### config.mk
export PLATFORM = sky130hd
export DESIGN_NAME = otter_reorder_buffer
export DESIGN_NICKNAME = d
export VERILOG_FILES = /design/src/rtl/otter_reorder_buffer.sv
export SDC_FILE = /design/constraint.sdc
export NUM_CORES = 1
export LEC_CHECK = 0
export CAP_MARGIN = 20
export CORE_ASPECT_RATIO = 0.8
export CORE_MARGIN = 1.5
export CORE_UTILIZATION = 60
export DETAILED_ROUTE_END_ITERATION = 7
export GPL_ROUTABILITY_DRIVEN = 0
export PLACE_DENSITY = 0.82
export SKIP_CTS_REPAIR_TIMING = 1
export SLEW_MARGIN = 10
export SYNTH_ARGS = -nofsm -noshare
export SYNTH_HDL_FRONTEND = slang
export SYNTH_SLANG_ARGS = --single-unit
export TNS_END_PERCENT = 100
### constraint.sdc
create_clock -name clock -period 10.8 [get_ports clock]
set_input_delay 2.7 -clock clock [delete_from_list [all_inputs] [get_ports clock]]
set_output_delay 2.7 -clock clock [all_outputs]
set_load 0.005 [all_outputs]
### src/rtl/otter_reorder_buffer.sv
// In-order retirement buffer for the dual-issue OTTER: allocates up to two entries per cycle,
// accepts results on two CDB ports by tag, retires the oldest completed entry onto the RF write port.
module otter_reorder_buffer #(
  parameter int DEPTH = 8,
  parameter int TAG_W = 3
) (
  input  logic             clock,
  input  logic             reset_n,
  input  logic             flush,
  input  logic             alloc0_valid,
  input  logic             alloc0_wen,
  input  logic [4:0]       alloc0_rd,
  input  logic             alloc1_valid,
  input  logic             alloc1_wen,
  input  logic [4:0]       alloc1_rd,
  output logic             alloc_ready,
  output logic [TAG_W-1:0] alloc0_tag,
  output logic [TAG_W-1:0] alloc1_tag,
  input  logic             cdb0_valid,
  input  logic [TAG_W-1:0] cdb0_tag,
  input  logic [31:0]      cdb0_data,
  input  logic             cdb1_valid,
  input  logic [TAG_W-1:0] cdb1_tag,
  input  logic [31:0]      cdb1_data,
  output logic             commit_valid,
  output logic [TAG_W-1:0] commit_tag,
  output logic             rf_we,
  output logic [4:0]       rf_waddr,
  output logic [31:0]      rf_wdata,
  output logic [TAG_W:0]   count,
  output logic             empty
);

  localparam logic [TAG_W:0] ALLOC_LIMIT = (TAG_W+1)'(DEPTH - 2);

  logic [TAG_W-1:0] head;
  logic [TAG_W-1:0] tail;
  logic [DEPTH-1:0] ent_valid;
  logic [DEPTH-1:0] ent_done;
  logic [DEPTH-1:0] ent_wen;
  logic [4:0]       ent_rd   [DEPTH];
  logic [31:0]      ent_data [DEPTH];

  logic             do_alloc0;
  logic             do_alloc1;
  logic             cdb0_hit;
  logic             cdb1_hit;
  logic [TAG_W-1:0] tail_inc;
  logic [TAG_W-1:0] tail_next;
  logic [TAG_W:0]   count_next;

  // Readiness uses the registered count, so a slot freed by this cycle's commit waits a cycle.
  assign alloc_ready = (count <= ALLOC_LIMIT);
  assign empty       = (count == '0);
  assign tail_inc    = tail + TAG_W'(1);
  assign alloc0_tag  = tail;
  assign alloc1_tag  = tail_inc;

  assign do_alloc0 = alloc_ready & alloc0_valid & ~flush;
  assign do_alloc1 = do_alloc0 & alloc1_valid;

  // Port 0 wins on a shared tag; completions only land on live, not-yet-done entries.
  assign cdb0_hit = cdb0_valid & ~flush & ent_valid[cdb0_tag] & ~ent_done[cdb0_tag];
  assign cdb1_hit = cdb1_valid & ~flush & ent_valid[cdb1_tag] & ~ent_done[cdb1_tag]
                    & ~(cdb0_valid & (cdb0_tag == cdb1_tag));

  assign commit_valid = ent_valid[head] & ent_done[head] & ~flush;
  assign commit_tag   = commit_valid ? head : '0;
  assign rf_we        = commit_valid & ent_wen[head] & (ent_rd[head] != 5'd0);
  assign rf_waddr     = rf_we ? ent_rd[head] : 5'd0;
  assign rf_wdata     = rf_we ? ent_data[head] : 32'd0;

  assign tail_next  = tail + TAG_W'(do_alloc0) + TAG_W'(do_alloc1);
  assign count_next = count + (TAG_W+1)'(do_alloc0) + (TAG_W+1)'(do_alloc1)
                      - (TAG_W+1)'(commit_valid);

  always_ff @(posedge clock or negedge reset_n) begin
    if (!reset_n) begin
      head      <= '0;
      tail      <= '0;
      count     <= '0;
      ent_valid <= '0;
      ent_done  <= '0;
    end else if (flush) begin
      head      <= '0;
      tail      <= '0;
      count     <= '0;
      ent_valid <= '0;
      ent_done  <= '0;
    end else begin
      if (commit_valid) begin
        ent_valid[head] <= 1'b0;
        ent_done[head]  <= 1'b0;
        head            <= head + TAG_W'(1);
      end
      if (cdb1_hit) ent_done[cdb1_tag] <= 1'b1;
      if (cdb0_hit) ent_done[cdb0_tag] <= 1'b1;
      if (do_alloc0) begin
        ent_valid[tail] <= 1'b1;
        ent_done[tail]  <= 1'b0;
      end
      if (do_alloc1) begin
        ent_valid[tail_inc] <= 1'b1;
        ent_done[tail_inc]  <= 1'b0;
      end
      tail  <= tail_next;
      count <= count_next;
    end
  end

  // Payload storage carries no reset; entry valid/done bits qualify every read.
  always_ff @(posedge clock) begin
    if (cdb1_hit) ent_data[cdb1_tag] <= cdb1_data;
    if (cdb0_hit) ent_data[cdb0_tag] <= cdb0_data;
    if (do_alloc0) begin
      ent_wen[tail] <= alloc0_wen;
      ent_rd[tail]  <= alloc0_rd;
    end
    if (do_alloc1) begin
      ent_wen[tail_inc] <= alloc1_wen;
      ent_rd[tail_inc]  <= alloc1_rd;
    end
  end

endmodule

==> qor.yml, run 1 <==
setup_path:
  end_kind: "output port"
  worstPathRequired_ns: 8.10
  cp-start-kind: "primary input"
  cp-startpoint: "flush"
  timing.critical_path.arrival_ns: 4.91
  reg2reg_from: "head[1]"
  cp-endpoint: "rf_wdata[27]"
  rr_endpoint: "count[2]"
  r2r_slack_ns: 6.75
  crit_type: "primary input to output port"
  crit_path_max_fanout: 31
  rr_worst_depth: 12
timing:
  fin_crit_ns: 7.61
  setup_tns_ns: 0
  relSlewSlack_pct: 23.3
  report.final.slew_viol_count: 0
  clock_skew_ns: 0.0143
  worst_pin_slew_ns: 1.15
  fmax_mhz: 131
  finalCritPeriodShare_pct: 70.5
  finalHoldViolCount: 0
  grt_setup_unrepaired: "no"
  setup_viol: 0
place:
  io_buffers: 142
  place_hpwl_mm: 25.8
die:
  die_w_microns: 193
  fp.dieH_microns: 155
  die-area_sq_mm: 0.0301
  num_io_pins: 143
  initial_core_util_pct: 61.3
  rows: 55
  core_region_area_sq_mm: 0.0284
outcome:
  status: "finished, violations left"
  violations: "design-rule violations"
logic_synthesis:
  synth_edf_count: 296
  ys_types: 63
  synth.most_common_cell: "edfxtp_1"
  synth_area_leaders: "edfxtp_1, mux2_1, mux4_2"
  yosysWarnings: 0
  synth_nets: 1276
  yosys.area.top_type: "edfxtp_1"
  synth_common_cells: "edfxtp_1, mux2_1, nand2_1"
  yosysTopAreaCellShare_pct: 51.0
  synth_flop_cell: "edfxtp_1"
  synth_cells: 1176
  synth_area_per_cell_sq_um: 14.8
  ys_seq_area_share_pct: 55.7
  netlist_area_sq_mm: 0.0174
  ys_async_sr_fraction_pct: 7.88
  ys_ff_latch: 330
drt:
  routed_wl_mm: 43.4
  drc: 16
  vias: 11100
  first_pass_iters: 8
  antenna_left: 0
  drtIter0Drc: 1097
  avgViaCountPerCell: 6.54
  routedWlPerCell_microns: 25.6
layout:
  synthToLayoutAreaGrowth_pct: 16.4
  fin_nets: 1397
  drive_gt1_share_pct: 14.6
global_route:
  grt_overflow_total: 0
  antenna_found_initial: 2
  grt_max_degree: 63
  grt_pass1_vias: 11200
  track_usage_pct: 29.2
  grt_pass1_wl_mm: 65.8
clock_tree:
  cts_tree: "done"
  cts_made_buffers: 35
  ctsHtreeMaxLevel: 2
  clk_latency_ns: 0.53
  clockRootBuffer: "clkbuf_16"
  clock_path_buffers: 3
  clock_sinks: 330
  clkTransAtPathRegs_ns: 0.06
power:
  power.density_mw_per_mm2: 141
  leakage_nw: 6.79
  max-vdd-ir-drop_v: 0.000131
  p_total_mw: 2.85
hold_path:
  holdCritPathClass: "flop to flop"
job:
  cap_violations: 0
[flip-flops by register name (all words and copies together), names as in the netlist]
name,cells
count,4
ent_rd,40
ent_wen,8
head,3
ent_data,256
ent_done,8
ent_valid,8
alloc0_tag,3
[cell usage in the layout (no fill, tap or decap), types with 4 or more instances in the layout]
cell / synthesis / routed
buf_4: 3 / 16
inv_1: 24 / 24
nand3_1: 16 / 15
xnor2_1: 4 / 4
and3_1: 4 / 4
dfxtp_1: 8 / 8
inv_2: 5 / 5
nor2b_1: 11 / 11
nor2_1: 38 / 37
nand2b_1: 4 / 4
xor2_1: 4 / 4
mux2i_1: 12 / 12
edfxtp_1: 296 / 296
clkbuf_16: 0 / 37
nand4_1: 8 / 8
clkdlybuf4s50_1: 0 / 142
nand2_1: 107 / 103
nor4_1: 4 / 4
o21ai_0: 4 / 4
a311oi_1: 5 / 5
ha_1: 8 / 8
nand2_2: 0 / 4
and2_1: 6 / 6
mux4_2: 78 / 78
mux2_1: 280 / 280
clkbuf_1: 19 / 12
nor3_1: 12 / 12
mux2_2: 19 / 19
dfrtp_1: 26 / 23
a21oi_1: 62 / 62
[final cells by class]
type / count / area, sq um
Tap cell: 370 / 463
Timing Repair Buffer: 159 / 1560
Sequential cell: 330 / 9710
Inverter: 29 / 109
Clock inverter: 13 / 136
Multi-Input combinational cell: 742 / 7320
Fill cell: 1860 / 8150
Antenna cell: 2 / 5.00
Clock buffer: 49 / 971
[layer usage]
layer	vias to the layer above	part of all wire, %	global-route usage, %
li1	4854	-	-
met1	5571	41	40.4
met2	563	47	46.7
met3	84	9.2	6.46
met4	0	2.5	9.67
met5	-	0	0
[worst max-delay path, stage by stage]
cell and delay, ns:
clkdlybuf4s50_1 0.40, buf_4 0.24, a21oi_1 0.30, o211ai_4 0.17, buf_4 0.33, a21oi_1 0.21
clkdlybuf4s50_1 0.53
[cells by family after synthesis]
family	Yosys count	share of synthesized area (%)
compound gates	110	4.22
simple gates	224	6.00
fa+ha+maj	11	0.920
flops	330	55.7
xor+xnor	8	0.402
mux	389	30.1
buf+inv	104	2.67
[through the flow]
step / cell area, sq um / setup WS (ns) / std cells / utilization, % / hold slack, ns
after floorplan: 17400 / 4.45 / 1176 / - / 0.512
after global placement: 19100 / 3.30 / 1629 / 67.4 / 0.529
after detailed placement: 19100 / 3.22 / 1629 / 67.4 / 0.540
after CTS: 20300 / 3.21 / 1691 / 71.3 / 0.547
after global routing: 20300 / 3.09 / 1692 / 71.3 / 0.589
final: 20300 / 3.19 / 1694 / 71.3 / 0.548
[power by group]
part,switching (mW),internal (mW)
logic,0.120,0.119
clock network,0.496,0.681
registers,0.0192,1.42
[how the worst min path moves through the flow]
stage                from    endpoint  slack (ns)  cells after the start
2_1_floorplan  ent_wen[5]  ent_wen[5]        0.51                      2
3_3_place_gp   ent_wen[6]  ent_wen[6]        0.53                      2
3_5_place_dp   ent_wen[5]  ent_wen[5]        0.54                      2
4_1_cts        ent_wen[7]  ent_wen[7]        0.55                      2
5_1_grt        ent_wen[1]  ent_wen[1]        0.59                      2
6_report       ent_wen[7]  ent_wen[7]        0.55                      2
No activity file was read; power rests on OpenSTA's default activity.
==> inputs of run 2 (changes only) <==
Settings changed: CORE_UTILIZATION 60 to 59, PLACE_DENSITY 0.82 to 0.81.
Clock period 10.8 ns to 7.6 ns, I/O delays scaled along.
==> qor.yml, run 2 (synthesis gave the netlist of run 1 again) <==
outcome:
  status: "finished clean"
clock_tree:
  ctsHtreeMaxLevel: 1  # -1
  cts_made_buffers: 31  # -11%
  cts_tree: "done"
  clkTransAtPathRegs_ns: 0.06  # about the same
  clock_path_buffers: 3  # unchanged
  clock_sinks: 330  # unchanged
  clk_latency_ns: 0.57  # +0.04 ns
  clockRootBuffer: "clkbuf_16"
die:
  core_region_area_sq_mm: 0.0291  # +2.6%
  die-area_sq_mm: 0.0306  # +1.7%
  initial_core_util_pct: 59.8  # -1.5 points
  fp.dieH_microns: 157  # +0.83%
  rows: 56  # +1.8%
  num_io_pins: 143  # unchanged
  die_w_microns: 195  # +0.83%
global_route:
  grt_pass1_vias: 11100  # -0.56%
  track_usage_pct: 28.1  # -1.1 points
  antenna_found_initial: 2  # unchanged
  grt_pass1_wl_mm: 65.5  # -0.49%
  grt_overflow_total: 0  # unchanged
  grt_max_degree: 63  # unchanged
hold_path:
  min_path_cells: 2  # unchanged
  hold_path.startpoint: "ent_wen[1]"
  min_to: "ent_wen[1]"
  holdCritPathClass: "flop to flop"
power:
  power.density_mw_per_mm2: 190  # +35%
  power_switching_mw: 0.843  # +33%
  seq_power_share_pct: 53.4  # +3.1 points
  internal-power_mw: 2.97  # +34%
  leakage_nw: 6.71  # -1.2%
  sw_frac_of_total_pct: 22.1  # -0.17 points
  p_comb_share_pct: 8.9  # +0.5 points
  max-vdd-ir-drop_v: 0.000179  # +37%
  power_frac_clock_pct: 37.6  # -3.7 points
place:
  place_hpwl_mm: 25.7  # -0.34%
  io_buffers: 142  # unchanged
setup_path:
  worstPathRequired_ns: 5.70  # -2.40 ns
  crit_type: "flop to output port"
  path_buf_inv: 2  # -2
  slowest_delay_ns: 1.10  # +0.57 ns
  crit_path_max_fanout: 56  # +81%
  path_cells: "mux4_2 -> nor4_1 -> nor2_1 -> o211ai_4 -> buf_4 -> a21oi_1 -> clkdlybuf4s50_1"
  reg2reg_from: "head[2]"
  cpMaxStageDelayCell: "dfrtp_4"
  r2r_slack_ns: 3.69  # -3.06 ns
  cp-startpoint: "head[0]"
  end_kind: "output port"
  rr_endpoint: "count[3]"
  critPathTopFamily: "flip-flops"
  rr_worst_depth: 11  # -1
  cp-start-kind: "flop"
  timing.critical_path.arrival_ns: 4.34  # -0.57 ns
layout:
  fin_nets: 1396  # -0.072%
  synthToLayoutAreaGrowth_pct: 15.4
  top_register: "ent_data"
  layout.cells.most_common: "edfxtp_1"
  utilization_pct: 69.0  # -2.4 points
  top_regs: "ent_data x256, ent_rd x40"
  layout_common_cells: "edfxtp_1, mux2_1, clkdlybuf4s50_1, nand2_1, mux4_2"
  drive_gt1_share_pct: 14.2  # -0.43 points
  largest_register_ffs: 256  # unchanged
timing:
  finalHoldViolCount: 0  # unchanged
  grt_setup_unrepaired: "no"
  relSlewSlack_pct: 22.7  # -0.57 points
  setup_tns_ns: 0  # unchanged
  finalCritPeriodShare_pct: 82.1
  worst_pin_slew_ns: 1.16  # +0.00860 ns
  fin_crit_ns: 6.24
  setup_viol: 0  # unchanged
  fmax_mhz: 160
  report.final.slew_viol_count: 0  # unchanged
  clock_skew_ns: 0.0215  # +0.00720 ns
job:
  cap_violations: 0  # unchanged
drt:
  vias: 11000  # -0.86%
  drc: 0  # -16
  drtIter0Drc: 1105  # +0.73%
  first_pass_iters: 7  # -1
  antenna_left: 0  # unchanged
  avgViaCountPerCell: 6.46  # -1.1%
  routed_wl_mm: 42.2  # -2.9%
  routedWlPerCell_microns: 24.8  # -3.2%
## run 2: worst min-delay path, stage by stage, from the launching register on
cell and delay, ns:
dfxtp_1 0.31, mux2i_1 0.12, a21oi_1 0.07
## run 2: metal layers
| layer | up-vias | GRT usage (%) | share of wire [%] |
|---|---|---|---|
| met5 | - | 0 | 0.031 |
| met4 | 2 | 6.72 | 2.0 |
| met3 | 79 | 5.11 | 8.0 |
| met2 | 454 | 44.9 | 47 |
| met1 | 5606 | 40.4 | 43 |
| li1 | 4836 | - | - |
## run 2: how the worst max path moves through the flow
stage	to	slack (ns)	depth (start not counted)
finish	rf_wdata[17]	1.36	7
global route	rf_wdata[10]	1.10	7
CTS	rf_wdata[17]	1.34	7
detailed placement	rf_wdata[17]	1.58	7
global placement	rf_wdata[16]	1.64	7
floorplan	ent_data[5][0]	2.05	4
## run 2: per-stage QoR
stage	total power [mW]	hold WS, ns	instance area [sq um]	worst slack, ns	cells
5_1_grt	3.94	0.579	20100	1.10	1697
4_1_cts	3.83	0.549	20100	1.34	1697
3_5_place_dp	2.41	0.541	19200	1.58	1640
2_1_floorplan	2.25	0.512	17400	2.05	1176
3_3_place_gp	2.40	0.531	19200	1.64	1640
6_report	3.82	0.548	20100	1.36	1698
## run 2: layout make-up
class | count | area (sq um)
inverters | 29 | 109
well taps | 377 | 472
diodes | 1 | 2.50
repair buffers | 162 | 1570
flip-flops and latches | 330 | 9710
multi-input cells | 742 | 7320
clock buffers | 49 | 883
clock inverters | 8 | 37.5
fillers | 1990 | 9040
## run 2: power by group through the flow
stage / clock (mW) / combinational [mW] / sequential, mW
finish: 1.44 / 0.340 / 2.04
global route: 1.52 / 0.372 / 2.04
CTS: 1.45 / 0.338 / 2.04
detailed placement: 0 / 0.333 / 2.08
global placement: 0 / 0.323 / 2.08
floorplan: 0 / 0.183 / 2.07
==> inputs of run 3 (changes only) <==
Clock period 7.6 ns to 6.45 ns, I/O delays scaled along.
==> qor.yml, run 3 (synthesis gave the netlist of run 1 again) <==
power:
  power_switching_mw: 1.05  # +25%
  power_frac_clock_pct: 39.8  # +2.2 points
  seq_power_share_pct: 51.5  # -1.9 points
  leakage_nw: 6.78  # +1.2%
  max-vdd-ir-drop_v: 0.000215  # +20%
  sw_frac_of_total_pct: 22.5  # +0.43 points
  p_comb_share_pct: 8.6  # -0.3 points
  internal-power_mw: 3.61  # +22%
  power.density_mw_per_mm2: 230  # +21%
layout:
  final_cell_area_sq_mm: 0.0203  # +0.75%
  fin_nets: 1402  # +0.43%
  layout.cells.most_common: "edfxtp_1"
  layout_common_cells: "edfxtp_1, mux2_1, clkdlybuf4s50_1, nand2_1, mux4_2"
  antennaDiodeCount: 0  # -1
  top_register: "ent_data"
  synthToLayoutAreaGrowth_pct: 16.3
  drive_gt1_share_pct: 14.8  # +0.67 points
  num-fill-cells: 2006  # +0.80%
  top_regs: "ent_data x256, ent_rd x40"
  largest_register_ffs: 256  # unchanged
timing:
  setup_viol: 0  # unchanged
  finalCritPeriodShare_pct: 89.7
  grt_setup_unrepaired: "no"
  relSlewSlack_pct: 29.3  # +6.6 points
  report.final.slew_viol_count: 0  # unchanged
  worst_slack_ns: 0.662  # -0.698 ns
  finalHoldViolCount: 0  # unchanged
  setup_tns_ns: 0  # unchanged
  fmax_mhz: 173
  clock_skew_ns: 0.0179  # -0.00362 ns
  worst_pin_slew_ns: 1.06  # -0.0989 ns
  fin_crit_ns: 5.79
place:
  dpl_cell_area_sq_mm: 0.0192  # +0.18%
  place_ws_ns: 1.19  # -0.387 ns
  place_hpwl_mm: 26.9  # +4.5%
  io_buffers: 142  # unchanged
job:
  cap_violations: 0  # unchanged
global_route:
  grt_pass1_wl_mm: 67.1  # +2.4%
  met3_usage_pct: 5.22  # +0.11 points
  met2_usage_pct: 46.0  # +1.1 points
  met1_usage_pct: 42.0  # +1.7 points
  antenna_found_initial: 2  # unchanged
  grt.busiest_layer: "met2"
  grt_overflow_total: 0  # unchanged
  grt_max_degree: 54  # -14%
  track_usage_pct: 29.0  # +0.96 points
  grt_pass1_vias: 11200  # +1.1%
drt:
  antenna_left: 0  # unchanged
  routedWlPerCell_microns: 25.6  # +2.9%
  avgViaCountPerCell: 6.54  # +1.2%
  vias: 11200  # +1.6%
  first_pass_iters: 6  # -1
  routed_wl_mm: 43.6  # +3.4%
  drtIter0Drc: 1123  # +1.6%
  drc: 0  # unchanged
clock_tree:
  ctsHtreeMaxLevel: 2  # +1
  clock_sinks: 330  # unchanged
  clkTransAtPathRegs_ns: 0.06  # about the same
  clockRootBuffer: "clkbuf_16"
  clk_latency_ns: 0.53  # -0.04 ns
  cts_tree: "done"
  cts_made_buffers: 34  # +9.7%
  clock_path_buffers: 3  # unchanged
die:
  die-area_sq_mm: 0.0306  # unchanged
  initial_core_util_pct: 59.8  # unchanged
  rows: 56  # unchanged
  fp.dieH_microns: 157  # unchanged
  die_w_microns: 195  # unchanged
  core_region_area_sq_mm: 0.0291  # unchanged
  num_io_pins: 143  # unchanged
setup_path:
  end_kind: "output port"
  crit_type: "flop to output port"
  worstPathRequired_ns: 4.84  # -0.86 ns
  crit_path_max_fanout: 49  # -13%
  cp-start-kind: "flop"
  timing.critical_path.arrival_ns: 4.18  # -0.16 ns
outcome:
  status: "finished clean"
hold_path:
  holdCritPathClass: "flop to flop"
-- run 3: cell types whose count changed in the layout (fill, tap and decap cells not counted), moves of 2 or more --
| cell | change |
|---|---|
| buf_4 | +2 |
| clkbuf_1 | -3 |
| clkbuf_16 | +4 |
| clkinv_2 | +2 |
| clkinv_8 | +2 |
-- run 3: cell type report --
class | instances | area, sq um | share of cell area [%]
Clock inverter | 13 | 81.3 | 0.401
Clock buffer | 49 | 958 | 4.73
Tap cell | 377 | 472 | 2.33
Multi-Input combinational cell | 742 | 7320 | 36.1
Timing Repair Buffer | 165 | 1610 | 7.93
Sequential cell | 330 | 9710 | 47.9
Inverter | 29 | 109 | 0.537
-- run 3: path summary, 6_finish.rpt --
| path | cells past startpoint | slack, ns | startpoint | end |
|---|---|---|---|---|
| worst min register to register | 2 | 0.56 | ent_wen[1] | ent_wen[1] |
| max in group asynchronous | 2 | 4.69 | reset_n | head[0] |
| worst max register to register | 10 | 2.56 | head[2] | count[1] |
| worst min-delay path | 2 | 0.56 | ent_wen[1] | ent_wen[1] |
| min in group asynchronous | 2 | 1.46 | reset_n | count[0] |
| worst max-delay path | 7 | 0.66 | head[0] | rf_wdata[4] |
-- run 3: power groups by stage --
stage	Combinational (mW)	Clock, mW	Sequential [mW]
floorplan	0.215	0	2.44
global placement	0.380	0	2.45
detailed placement	0.398	0	2.45
CTS	0.401	1.88	2.40
global route	0.438	1.95	2.41
finish	0.403	1.86	2.40
-- run 3: per-layer routing --
layer	vias up	routed length, microns
li1	4850	-
met1	5682	18400
met2	540	20400
met3	81	3840
met4	2	925
met5	-	13
-- run 3: worst max-delay path: stages (launching register included) --
cell and delay (ns):
dfrtp_4 0.98, mux4_2 0.61, nor4_1 0.36, nor2_1 0.16, o211ai_4 0.54, buf_4 0.40
a21oi_1 0.10, clkdlybuf4s50_1 0.46
-- run 3: metrics by stage --
stage / power [mW] / hold WS [ns] / instances / util (%)
2_1_floorplan: 2.65 / 0.512 / 1176 / -
3_3_place_gp: 2.83 / 0.530 / 1643 / 65.9
3_5_place_dp: 2.85 / 0.548 / 1643 / 65.9
4_1_cts: 4.68 / 0.551 / 1705 / 69.5
5_1_grt: 4.80 / 0.566 / 1705 / 69.5
6_report: 4.66 / 0.558 / 1705 / 69.5
